`config.mk`:
```
export PLATFORM = sky130hd
export DESIGN_NAME = output_layer_argmax_flat
export DESIGN_NICKNAME = d
export VERILOG_FILES = /design/src/rtl/output_layer_argmax_pkg.sv /design/src/rtl/output_layer_argmax_if.sv /design/src/rtl/output_layer_argmax_cmp.sv /design/src/rtl/output_layer_argmax.sv /design/src/flat_wrapper.sv
export SDC_FILE = /design/constraint.sdc
export NUM_CORES = 1
export LEC_CHECK = 0
export BUFFER_PORTS_ARGS = -buffer_cell sky130_fd_sc_hd__buf_2
export CELL_PAD_IN_SITES_DETAIL_PLACEMENT = 2
export CELL_PAD_IN_SITES_GLOBAL_PLACEMENT = 2
export CORE_MARGIN = 2
export CORE_UTILIZATION = 35
export CTS_BUF_LIST = sky130_fd_sc_hd__clkbuf_2
export DETAILED_ROUTE_END_ITERATION = 7
export GPL_ROUTABILITY_DRIVEN = 0
export GPL_TIMING_DRIVEN = 0
export PLACE_DENSITY_LB_ADDON = 0.05
export SLEW_MARGIN = 40
export SYNTH_ARGS = -nofsm -noshare
export SYNTH_HDL_FRONTEND = slang
export SYNTH_SLANG_ARGS = --single-unit
```
`constraint.sdc`:
```
create_clock -name clk -period 3.5 [get_ports clk]
set_clock_uncertainty 0.2 [all_clocks]
set_input_delay 0.175 -clock clk [delete_from_list [all_inputs] [get_ports clk]]
set_output_delay 0.175 -clock clk [all_outputs]
set_load 0.01 [all_outputs]
```
`src/rtl/output_layer_argmax_pkg.sv`:
```
// Shared types and helpers for the output-layer argmax stage.
package output_layer_argmax_pkg;

   // Default activation width; matches the ROM word width of the ELM datapath.
   localparam int unsigned RomBitwidth = 8;

   typedef enum logic [1:0] {
      StCollect = 2'd0,
      StScan    = 2'd1
   } state_e;

   function automatic int unsigned idx_width(input int unsigned n);
      return (n > 1) ? $clog2(n) : 1;
   endfunction

endpackage

```
`src/rtl/output_layer_argmax_if.sv`:
```
// Neuron-output collection bus and classification result bundle.
interface output_layer_argmax_if #(
   parameter int unsigned NUM_NEURONS = 10,
   parameter int unsigned DATA_WIDTH  = 8,
   parameter int unsigned IDX_WIDTH   = 4
);
   logic [NUM_NEURONS*DATA_WIDTH-1:0] i_data;
   logic [NUM_NEURONS-1:0]            i_valid;
   logic                              o_busy;
   logic [IDX_WIDTH-1:0]              o_class;
   logic [DATA_WIDTH-1:0]             o_max;
   logic                              o_valid;
   logic                              o_overrun;

   modport master (
      output i_data, i_valid,
      input  o_busy, o_class, o_max, o_valid, o_overrun
   );

   modport slave (
      input  i_data, i_valid,
      output o_busy, o_class, o_max, o_valid, o_overrun
   );
endinterface

```
`src/rtl/output_layer_argmax_cmp.sv`:
```
// Strict greater-than compare, signed or unsigned by parameter.
module output_layer_argmax_cmp #(
   parameter int unsigned DATA_WIDTH = 8,
   parameter bit          IS_SIGNED  = 1'b0
) (
   input  logic [DATA_WIDTH-1:0] a,
   input  logic [DATA_WIDTH-1:0] b,
   output logic                  gt
);
   always_comb begin
      if (IS_SIGNED) gt = $signed(a) > $signed(b);
      else           gt = a > b;
   end
endmodule

```
`src/rtl/output_layer_argmax.sv`:
```
// Collects per-neuron activations, then serially scans them for the maximum and its index.
module output_layer_argmax
   import output_layer_argmax_pkg::*;
#(
   parameter int unsigned NUM_NEURONS = 10,
   parameter int unsigned DATA_WIDTH  = RomBitwidth,
   parameter bit          IS_SIGNED   = 1'b0,
   parameter int unsigned IDX_WIDTH   = idx_width(NUM_NEURONS)
) (
   input logic                  clk,
   input logic                  rst,
   output_layer_argmax_if.slave bus
);

   localparam bit                   SingleNeuron = (NUM_NEURONS == 1);
   localparam logic [IDX_WIDTH-1:0] LastIdx      = IDX_WIDTH'(NUM_NEURONS - 1);

   state_e                 state_q, state_d;
   logic [NUM_NEURONS-1:0] seen_q, seen_d;
   logic [DATA_WIDTH-1:0]  buffer_q [NUM_NEURONS];
   logic [DATA_WIDTH-1:0]  buffer_d [NUM_NEURONS];
   logic [IDX_WIDTH-1:0]   cnt_q, cnt_d;
   logic [DATA_WIDTH-1:0]  run_max_q, run_max_d;
   logic [IDX_WIDTH-1:0]   run_idx_q, run_idx_d;
   logic [IDX_WIDTH-1:0]   class_q, class_d;
   logic [DATA_WIDTH-1:0]  max_q, max_d;
   logic                   valid_q, valid_d;
   logic                   overrun_q, overrun_d;

   logic [DATA_WIDTH-1:0]  value0;
   logic [DATA_WIDTH-1:0]  cand;
   logic                   cand_gt;

   // Element 0 may arrive on the very edge that completes the collection.
   assign value0 = bus.i_valid[0] ? bus.i_data[DATA_WIDTH-1:0] : buffer_q[0];
   assign cand   = buffer_q[cnt_q];

   output_layer_argmax_cmp #(
      .DATA_WIDTH (DATA_WIDTH),
      .IS_SIGNED  (IS_SIGNED)
   ) u_cmp (
      .a  (cand),
      .b  (run_max_q),
      .gt (cand_gt)
   );

   always_comb begin
      state_d   = state_q;
      seen_d    = seen_q;
      buffer_d  = buffer_q;
      cnt_d     = cnt_q;
      run_max_d = run_max_q;
      run_idx_d = run_idx_q;
      class_d   = class_q;
      max_d     = max_q;
      valid_d   = 1'b0;
      overrun_d = 1'b0;

      unique case (state_q)
         StCollect: begin
            for (int k = 0; k < NUM_NEURONS; k++) begin
               if (bus.i_valid[k]) begin
                  buffer_d[k] = bus.i_data[k*DATA_WIDTH +: DATA_WIDTH];
                  seen_d[k]   = 1'b1;
               end
            end
            overrun_d = |(bus.i_valid & seen_q);
            if (&(seen_q | bus.i_valid)) begin
               seen_d = '0;
               if (SingleNeuron) begin
                  class_d = '0;
                  max_d   = value0;
                  valid_d = 1'b1;
               end else begin
                  run_max_d = value0;
                  run_idx_d = '0;
                  cnt_d     = IDX_WIDTH'(1);
                  state_d   = StScan;
               end
            end
         end
         StScan: begin
            // Inputs are not captured while scanning; flag the loss.
            overrun_d = |bus.i_valid;
            if (cand_gt) begin
               run_max_d = cand;
               run_idx_d = cnt_q;
            end
            if (cnt_q == LastIdx) begin
               class_d = cand_gt ? cnt_q : run_idx_q;
               max_d   = cand_gt ? cand : run_max_q;
               valid_d = 1'b1;
               cnt_d   = '0;
               state_d = StCollect;
            end else begin
               cnt_d = cnt_q + IDX_WIDTH'(1);
            end
         end
         default: state_d = StCollect;
      endcase
   end

   always_ff @(posedge clk or posedge rst) begin
      if (rst) begin
         state_q   <= StCollect;
         seen_q    <= '0;
         buffer_q  <= '{default: '0};
         cnt_q     <= '0;
         run_max_q <= '0;
         run_idx_q <= '0;
         class_q   <= '0;
         max_q     <= '0;
         valid_q   <= 1'b0;
         overrun_q <= 1'b0;
      end else begin
         state_q   <= state_d;
         seen_q    <= seen_d;
         buffer_q  <= buffer_d;
         cnt_q     <= cnt_d;
         run_max_q <= run_max_d;
         run_idx_q <= run_idx_d;
         class_q   <= class_d;
         max_q     <= max_d;
         valid_q   <= valid_d;
         overrun_q <= overrun_d;
      end
   end

   assign bus.o_busy    = (state_q == StScan);
   assign bus.o_class   = class_q;
   assign bus.o_max     = max_q;
   assign bus.o_valid   = valid_q;
   assign bus.o_overrun = overrun_q;

endmodule
```
`src/flat_wrapper.sv`:
```
// flat-port wrapper written by rule: the top's interface ports become plain ports
module output_layer_argmax_flat import output_layer_argmax_pkg::*;
#(
   parameter int unsigned NUM_NEURONS = 10,
   parameter int unsigned DATA_WIDTH  = RomBitwidth,
   parameter bit          IS_SIGNED   = 1'b0,
   parameter int unsigned IDX_WIDTH   = idx_width(NUM_NEURONS)
)
  (clk, rst, bus_i_data, bus_i_valid, bus_o_busy, bus_o_class, bus_o_max, bus_o_valid, bus_o_overrun);
  output_layer_argmax_if #(.NUM_NEURONS(NUM_NEURONS), .DATA_WIDTH(DATA_WIDTH), .IDX_WIDTH(IDX_WIDTH)) bus_i ();
  input logic clk;
  input logic rst;
  input wire logic [$bits(bus_i.i_data)-1:0] bus_i_data;
  input wire logic [$bits(bus_i.i_valid)-1:0] bus_i_valid;
  output wire logic [$bits(bus_i.o_busy)-1:0] bus_o_busy;
  output wire logic [$bits(bus_i.o_class)-1:0] bus_o_class;
  output wire logic [$bits(bus_i.o_max)-1:0] bus_o_max;
  output wire logic [$bits(bus_i.o_valid)-1:0] bus_o_valid;
  output wire logic [$bits(bus_i.o_overrun)-1:0] bus_o_overrun;
  assign bus_i.i_data = bus_i_data;
  assign bus_i.i_valid = bus_i_valid;
  assign bus_o_busy = bus_i.o_busy;
  assign bus_o_class = bus_i.o_class;
  assign bus_o_max = bus_i.o_max;
  assign bus_o_valid = bus_i.o_valid;
  assign bus_o_overrun = bus_i.o_overrun;
  output_layer_argmax #(.NUM_NEURONS(NUM_NEURONS), .DATA_WIDTH(DATA_WIDTH), .IS_SIGNED(IS_SIGNED), .IDX_WIDTH(IDX_WIDTH)) u_core (.clk(clk), .rst(rst), .bus(bus_i));
endmodule
```
==> impl_metrics.json, run 1 <==
{
  "post_cts_buffers": 8,
  "clock_path_buffers": 2,
  "synth_top_area_share_pct": 51.4,
  "dieHeight_um": 134,
  "dpl-instance-area_um2": 6830,
  "synth_edf_count": 0,
  "post_cts_resized": 28,
  "async_reset_ff_share_pct": 100,
  "rows": 47,
  "syn_inst": 456,
  "floorplan.initialDensity_pct": 35.6,
  "cts_max_level": 4,
  "post_synth_num_cell_types": 46,
  "netlist_area_um2": 5890,
  "cts.sinks": 121,
  "yosysTopAreaCell": "dfrtp_1",
  "place_hpwl_mm": 13.1,
  "error_message": "[ERROR RSZ-0060] Max buffer count reached.",
  "synthTopCellsByArea": "dfrtp_1, mux2_2, mux2i_1",
  "ys_seq_elements": 121,
  "num_io_pins": 107,
  "yosysSeqAreaShare_pct": 51.4,
  "status": "did not finish",
  "failing_step": "clock tree synthesis",
  "cts_hold_buf": 166,
  "yosysWarnings": 0,
  "cts-root-buf": "clkbuf_2",
  "synth_nets": 558,
  "yosys_most_used_dff": "dfrtp_1",
  "dieWidth_um": 134,
  "post-place-cells": 787,
  "synth.avg_cell_area_um2": 12.9,
  "portBuffers": 106,
  "cts_inserted_buffers": 17
}
-- cells by family after synthesis --
kind of cell | synth area share (%)
adder cells (fa/ha/maj) | 2.13
AND/OR/NAND/NOR | 6.63
multiplexers | 28.3
AO/OA/AOI/OAI | 8.27
buffers and inverters | 3.27
flip-flops | 51.4
-- through the flow --
step	worst slack (ns)	TNS [ns]
floorplan	0.360	0
detailed placement	-0.523	-7.02
global placement	-0.480	-6.00
-- Yosys cell counts (3+ instances only) --
library cell / instances
a211oi_1: 9
a21oi_1: 5
buf_2: 4
clkbuf_1: 18
dfrtp_1: 121
ha_1: 10
inv_1: 13
mux2_2: 95
mux2i_1: 35
mux4_1: 4
mux4_2: 4
nand2_1: 16
nand3_1: 8
nand4_1: 3
nor2_1: 23
nor2b_1: 18
o21ai_1: 13
o22ai_1: 14
o32ai_2: 7
==> run 2, diff against run 1 <==
--- a/config.mk
+++ b/config.mk
@@ -6,15 +6,12 @@
 export NUM_CORES = 1
 export LEC_CHECK = 0
 export BUFFER_PORTS_ARGS = -buffer_cell sky130_fd_sc_hd__buf_2
-export CELL_PAD_IN_SITES_DETAIL_PLACEMENT = 2
-export CELL_PAD_IN_SITES_GLOBAL_PLACEMENT = 2
 export CORE_MARGIN = 2
-export CORE_UTILIZATION = 35
-export CTS_BUF_LIST = sky130_fd_sc_hd__clkbuf_2
+export CORE_UTILIZATION = 40
 export DETAILED_ROUTE_END_ITERATION = 7
 export GPL_ROUTABILITY_DRIVEN = 0
 export GPL_TIMING_DRIVEN = 0
-export PLACE_DENSITY_LB_ADDON = 0.05
+export PLACE_DENSITY_LB_ADDON = 0.15
 export SLEW_MARGIN = 40
 export SYNTH_ARGS = -nofsm -noshare
 export SYNTH_HDL_FRONTEND = slang
==> constraint.sdc (replaced) <==
create_clock -name clk -period 4.55 [get_ports clk]
set_clock_uncertainty 0.2 [all_clocks]
set_input_delay 0.2275 -clock clk [delete_from_list [all_inputs] [get_ports clk]]
set_output_delay 0.2275 -clock clk [all_outputs]
set_load 0.01 [all_outputs]
==> run 2 against run 1 <==
The run now ends clean. Area after synthesis did not move. Synthesized cell count did not move.
==> impl_metrics.json, run 2 <==
{
  "maxCapViolCount": 0,
  "grt_pass1_vias": 4603,
  "period_needed_ns": 3.89,
  "drcViolationCount": 0,
  "cts_inserted_buffers": 17,
  "p_leak_nw": 3.63,
  "via_per_inst": 5.08,
  "drive_above_1_share_pct": 38.3,
  "largest_reg_flops": 80,
  "maxSlewViolCount": 0,
  "fin_cells": 863,
  "reg2reg_to": "u_core.run_max_q[2]$_DFFE_PP0P_",
  "fill_cells": 1248,
  "portBuffers": 106,
  "drt_iter0_markers": 392,
  "grt_pass1_wl_mm": 24.1,
  "synth_most_common_cell": "dfrtp_1",
  "synth_top_area_share_pct": 51.4,
  "syn_inst": 456,
  "clk_pin_slew_ns": 0.06,
  "critPathMaxFanout": 10,
  "async_reset_ff_share_pct": 100,
  "synth.avg_cell_area_um2": 12.9,
  "final_common_cell": "dfrtp_1",
  "post_synth_num_cell_types": 46,
  "cts_tree": "built",
  "floorplan.initialDensity_pct": 40.7,
  "yosysTopAreaCell": "dfrtp_1",
  "critPathCaptureType": "flip-flop",
  "grt_max_degree": 63,
  "dieWidth_um": 125,
  "reg_top3": "u_core.buffer_q: 80 flops, u_core.seen_q: 10 flops",
  "hold_violations": 0,
  "setup-violations-final": 0,
  "cp.arrival_ns": 3.95,
  "r2r_setup_slack_ns": 0.66,
  "rr_startpoint": "u_core.cnt_q[0]$_DFFE_PP0P_",
  "routed_wl_mm": 15.0,
  "largest-register": "u_core.buffer_q",
  "post_cts_buffers": 0,
  "coreArea_um2": 14500,
  "final_cell_mix": "dfrtp_1, buf_2, mux2_2",
  "path_class": "reg -> reg",
  "worstHoldPathCells": 3,
  "critPathTopFamily": "multiplexers",
  "grt_usage_pct": 19.9,
  "area.sequential_um2": 3030,
  "worstRegToRegCells": 11,
  "post-place-cells": 747,
  "vias": 4385,
  "synthTopCellsByArea": "dfrtp_1, mux2_2, mux2i_1",
  "synth_edf_count": 0,
  "power_density_nw_per_um2": 749,
  "peakVddDrop_uv": 385,
  "grt.overflow.total": 0,
  "wl_per_cell_um": 17.4,
  "path_common_cell": "mux2i_1",
  "finalCritPeriodShare_pct": 85.5,
  "cpMaxStageDelayCell": "mux4_1",
  "hp-class": "in -> reg",
  "ant_nets": 0,
  "num_io_pins": 107,
  "area_growth_syn_to_layout_pct": 38.2,
  "crit_path_start": "u_core.cnt_q[0]$_DFFE_PP0P_",
  "worstMarginPinSlew_ns": 0.788,
  "crit_end": "u_core.run_max_q[2]$_DFFE_PP0P_",
  "rows": 44,
  "cts_max_level": 4,
  "hold_slack_ns": 0.0572,
  "dieHeight_um": 125,
  "fmaxAchievable_mhz": 257,
  "clock_path_buffers": 2,
  "yosysSeqAreaShare_pct": 51.4,
  "critPathMaxStageDelay_ns": 0.63,
  "clkLatencyLatePin_ns": 0.42,
  "status": "finished clean",
  "worstSetupStartpointType": "flip-flop",
  "slew_headroom_pct": 47.4,
  "finalNetCount": 767,
  "cts.sinks": 121,
  "ys_top_cells_by_count": "dfrtp_1, mux2_2, mux2i_1",
  "cts-root-buf": "clkbuf_16",
  "yosys_most_used_dff": "dfrtp_1",
  "worstPathRequired_ns": 4.61,
  "ys_seq_elements": 121,
  "netlist_area_um2": 5890,
  "multi_input_area_um2": 2670,
  "critPathBufInv": 2,
  "antenna_found_initial": 0,
  "yosysWarnings": 0,
  "rsz0062_at_grt": "no",
  "place_hpwl_mm": 10.8,
  "dr.pass1.iters": 5,
  "dieArea_um2": 15700,
  "synth_nets": 558,
  "cp.depth": 11,
  "path_cells": "buf_6 > mux4_1 > o22ai_1 > o32ai_2 > ha_1 > nand2_1 > o21a_1 > o22ai_2 > buf_2 > mux2i_1 > mux2i_1"
}
## run 2: cell counts after synthesis
No cell type changed its count.
## run 2: cell type report
class	instances	share of cell area (%)
antenna	1	0.0308
buffer	28	1.77
clock buffer	17	5.23
clock inverter	15	2.37
inverter	13	0.692
multi-input combinational	294	32.8
sequential	121	37.2
tap	184	2.83
timing repair buffer	190	17.1
## run 2: where the power goes
group | switching, W | total (W) | internal [W]
Clock | 0.000531 | 0.00140 | 0.000873
Combinational | 0.00137 | 0.00274 | 0.00137
Sequential | 0.000332 | 0.00195 | 0.00161
## run 2: worst min-delay path by stage
| stage | from | endpoint | slack [ns] |
|---|---|---|---|
| floorplan | bus_i_data[0] | u_core.buffer_q[72]$_DFFE_PP0N_ | 0.18 |
| global placement | bus_i_data[20] | u_core.buffer_q[60]$_DFFE_PP0P_ | 0.26 |
| detailed placement | rst | u_core.buffer_q[40]$_DFFE_PP0P_ | 0.09 |
| CTS | bus_i_data[7] | u_core.buffer_q[79]$_DFFE_PP0N_ | 0.03 |
| global route | bus_i_data[7] | u_core.buffer_q[79]$_DFFE_PP0N_ | 0.05 |
| finish | bus_i_data[7] | u_core.buffer_q[79]$_DFFE_PP0N_ | 0.06 |
## run 2: cell families (layout without fill, tap and decap cells)
kind of cell | Yosys count | in the layout | share of synthesized area [%]
fa+ha+maj | 10 | 10 | 2.13
other cells | 0 | 1 | 0
simple gates | 79 | 79 | 6.63
mux | 141 | 141 | 28.3
compound gates | 64 | 64 | 8.27
buf+inv | 41 | 263 | 3.27
flops | 121 | 121 | 51.4
## run 2: routing by layer
| layer | track usage [%] | vias to the layer above | part of all wire (%) |
|---|---|---|---|
| met3 | 4.54 | 22 | 4.6 |
| met1 | 26.4 | 2129 | 45 |
| li1 | - | 2102 | - |
| met5 | 0 | - | 0 |
| met2 | 32.4 | 132 | 49 |
| met4 | 6.93 | 0 | 1.7 |
## run 2: worst reg2reg max path: cells and delay by family (launching register included)
family | cells | cell delay (ns)
multiplexers | 3 | 1.12
AO/OA/AOI/OAI | 4 | 1.02
buffers and inverters | 2 | 0.55
flip-flops | 1 | 0.42
adder cells (fa/ha/maj) | 1 | 0.36
AND/OR/NAND/NOR | 1 | 0.07
## run 2: metrics by stage
stage | utilization (%) | TNS (ns) | setup WS (ns) | power, W | area (µm²)
after floorplan | - | 0 | 0.908 | 0.00389 | 5890
after global placement | 45.9 | -60.73 | -0.508 | 0.00457 | 6650
after detailed placement | 46.2 | 0 | 0.710 | 0.00465 | 6680
after CTS | 56.2 | 0 | 0.688 | 0.00614 | 8130
after global routing | 56.2 | 0 | 0.446 | 0.00649 | 8130
final | 56.2 | 0 | 0.658 | 0.00609 | 8130
## run 2: what timing repair did
action,4_1_cts,5_1_grt
hold endpoints to repair,139,0
hold buffers,83,0
gates resized for setup,0,0
Note: power is estimated with default switching activity, not from simulation.
==> run 3, diff against run 2 <==
--- a/config.mk
+++ b/config.mk
@@ -5,9 +5,11 @@
 export SDC_FILE = /design/constraint.sdc
 export NUM_CORES = 1
 export LEC_CHECK = 0
+export ABC_AREA = 1
 export BUFFER_PORTS_ARGS = -buffer_cell sky130_fd_sc_hd__buf_2
 export CORE_MARGIN = 2
 export CORE_UTILIZATION = 40
+export CTS_CLUSTER_DIAMETER = 60
 export DETAILED_ROUTE_END_ITERATION = 7
 export GPL_ROUTABILITY_DRIVEN = 0
 export GPL_TIMING_DRIVEN = 0
==> run 3 against run 2 <==
Worst hold slack got worse by 0.029 ns. Clock-buffer cell count rose by 4. Core utilization is 1.2 points lower. Register-to-register slack better by 0.93 ns. Clock power is 11% lower.
==> impl_metrics.json, run 3 <==
{
  "status": "finished clean",
  "drt_iter0_markers": 505,
  "wl_per_cell_um": 14.8,
  "yosys_most_used_dff": "dfrtp_1",
  "clk_pin_slew_ns": 0.06,
  "r2r_setup_slack_ns": 1.59,
  "dieWidth_um": 129,
  "synth_top_area_share_pct": 48.5,
  "syn_inst": 825,
  "cts_inserted_buffers": 17,
  "reg2reg_to": "u_core.run_max_q[0]$_DFFE_PP0P_",
  "yosysTopAreaCell": "dfrtp_1",
  "n_antenna_cell": 0,
  "hp-start": "bus_i_valid[1]",
  "hold_violations": 0,
  "grt_pass1_vias": 5923,
  "crit_path_start": "u_core.cnt_q[0]$_DFFE_PP0P_",
  "synth.avg_cell_area_um2": 7.57,
  "vias": 5928,
  "power_density_nw_per_um2": 733,
  "drive_above_1_share_pct": 18.8,
  "clock_path_buffers": 2,
  "path_cells": "inv_2 > buf_6 > nand2_1 > nand3_1 > nand3_1 > nand3_1 > nand2_1 > ha_1 > nand2_1 > inv_1 > nand2_1 > nand2_1 > nand2_1 > nand2_1 > o21ai_2 > buf_4 > nand2_1 > nand2_1 > nand2_1 > nand2_1",
  "peakVddDrop_uv": 340,
  "critPathBufInv": 4,
  "netlist_area_um2": 6240,
  "critPathTopFamily": "simple AND/OR/NAND/NOR gates",
  "tns_ns": 0,
  "critPathMaxFanout": 10,
  "cts_hold_buf": 76,
  "path_common_cell": "nand2_1",
  "dr.pass1.iters": 5,
  "rr_startpoint": "u_core.cnt_q[0]$_DFFE_PP0P_",
  "synth_most_common_cell": "nand2_1",
  "cts.sinks": 121,
  "grt.overflow.total": 0,
  "yosysWarnings": 0,
  "synthTopCellsByArea": "dfrtp_1, nand2_1, inv_1",
  "coreArea_um2": 15200,
  "final_common_cell": "nand2_1",
  "grt_usage_pct": 23.3,
  "worstSetupStartpointType": "flip-flop",
  "largest-register": "u_core.buffer_q",
  "critPathCaptureType": "flip-flop",
  "num_io_pins": 107,
  "rows": 45,
  "postLayoutCoreUtil_pct": 55.0,
  "hp-class": "in -> reg",
  "cp.depth": 20,
  "synth_edf_count": 0,
  "setup-violations-final": 0,
  "finalCritPeriodShare_pct": 65.2,
  "worstPathRequired_ns": 4.70,
  "fill_cells": 1484,
  "portBuffers": 106,
  "ant_nets": 0,
  "area_growth_syn_to_layout_pct": 33.9,
  "cp.arrival_ns": 3.12,
  "path_class": "reg -> reg",
  "synth_nets": 927,
  "ys_seq_elements": 121,
  "maxSlewViolCount": 0,
  "worstRegToRegCells": 20,
  "final_cell_mix": "nand2_1, dfrtp_1, buf_2",
  "place_hpwl_mm": 12.7,
  "dieArea_um2": 16600,
  "clkLatencyLatePin_ns": 0.42,
  "rsz0062_at_grt": "no",
  "maxCapViolCount": 0,
  "cts_tree": "built",
  "ys_top_cells_by_count": "nand2_1, dfrtp_1, inv_1",
  "antenna_found_initial": 0,
  "reg_top3": "u_core.buffer_q: 80 flops, u_core.seen_q: 10 flops",
  "period_needed_ns": 2.96,
  "crit_end": "u_core.run_max_q[0]$_DFFE_PP0P_",
  "cts_max_level": 4,
  "grt_pass1_wl_mm": 29.6,
  "async_reset_ff_share_pct": 100,
  "routed_wl_mm": 18.1,
  "worstMarginPinSlew_ns": 0.737,
  "cts-root-buf": "clkbuf_16",
  "fmaxAchievable_mhz": 337,
  "finalNetCount": 1129,
  "slew_headroom_pct": 50.7,
  "largest_reg_flops": 80,
  "cpMaxStageDelayCell": "dfrtp_1",
  "floorplan.initialDensity_pct": 41.1,
  "p_leak_nw": 4.38,
  "critPathMaxStageDelay_ns": 0.46,
  "yosysSeqAreaShare_pct": 48.5,
  "post_cts_buffers": 0,
  "drcViolationCount": 0,
  "post_cts_resized": 0,
  "dieHeight_um": 129,
  "post_synth_num_cell_types": 35,
  "grt_max_degree": 64,
  "via_per_inst": 4.83
}
-- run 3: cell count changes in the layout (fill, tap and decap cells not counted), moves of 35 or more --
cell	change
nand3_1	+61
mux2_2	-95
inv_1	+97
o21ai_0	+76
mux2i_1	-35
nand2_1	+308
-- run 3: kinds of logic after synthesis --
kind of cell | Yosys count | share of synthesized area [%]
AOI/OAI and AO/OA | 119 | 10.9
adders and majority gates | 10 | 2.00
and+or+nand+nor | 419 | 27.5
DFF | 121 | 48.5
xor gates and xnor gates | 2 | 0.281
buffers and inverters | 154 | 10.8
-- run 3: area by class of cell --
class,instances,area [µm²],share of cell area (%)
clock buffers,21,480,5.75
flip-flops and latches,121,3030,36.2
multi-input cells,550,2540,30.4
well taps,188,235,2.81
inverters,121,469,5.61
clock inverters,11,72.6,0.868
plain buffers,33,215,2.57
repair buffers,183,1320,15.8
-- run 3: per-layer routing --
| layer | track usage (%) | share of wire (%) | vias to the layer above | wire, µm |
|---|---|---|---|---|
| li1 | - | - | 2976 | - |
| met1 | 32.9 | 48 | 2760 | 8710 |
| met2 | 36.8 | 46 | 167 | 8360 |
| met3 | 4.53 | 4.4 | 25 | 798 |
| met4 | 6.65 | 1.4 | 0 | 262 |
| met5 | 0 | 0 | - | 0 |
-- run 3: worst min-delay path, stage by stage --
cell and delay (ns):
buf_2 0.11, a221oi_1 0.08, nand3_1 0.06, o21ai_0 0.08, inv_1 0.06
-- run 3: worst min path at each step --
stage	slack, ns	endpoint	depth (start not counted)
floorplan	0.14	u_core.buffer_q[0]$_DFFE_PP0P_	2
detailed placement	0.09	u_core.run_max_q[2]$_DFFE_PP0P_	2
CTS	0.007	u_core.bus.o_overrun$_DFF_PP0_	5
global route	0.06	u_core.seen_q[3]$_DFFE_PP0P_	5
finish	0.03	u_core.bus.o_overrun$_DFF_PP0_	5
global placement	0.23	u_core.buffer_q[4]$_DFFE_PP0P_	3
-- run 3: where the power goes --
| part | switching (W) | internal (W) | total (W) | leakage, nW |
|---|---|---|---|---|
| logic | 0.00196 | 0.00108 | 0.00304 | 2.64 |
| clock network | 0.000502 | 0.000749 | 0.00125 | 0.267 |
| registers | 0.000243 | 0.00160 | 0.00184 | 1.47 |
| total | 0.00270 | 0.00342 | 0.00613 | 4.38 |
-- run 3: stage by stage --
stage / setup slack, ns / area (µm²) / hold slack [ns] / power, W / std cells
after floorplan: 0.908 / 6240 / 0.144 / 0.00396 / 825
after global placement: -0.715 / 7010 / 0.231 / 0.00480 / 1119
after detailed placement: 1.63 / 7050 / 0.0924 / 0.00483 / 1120
after CTS: 1.59 / 8360 / 0.00669 / 0.00615 / 1228
after global routing: 1.35 / 8360 / 0.0620 / 0.00670 / 1228
final: 1.59 / 8360 / 0.0278 / 0.00613 / 1228
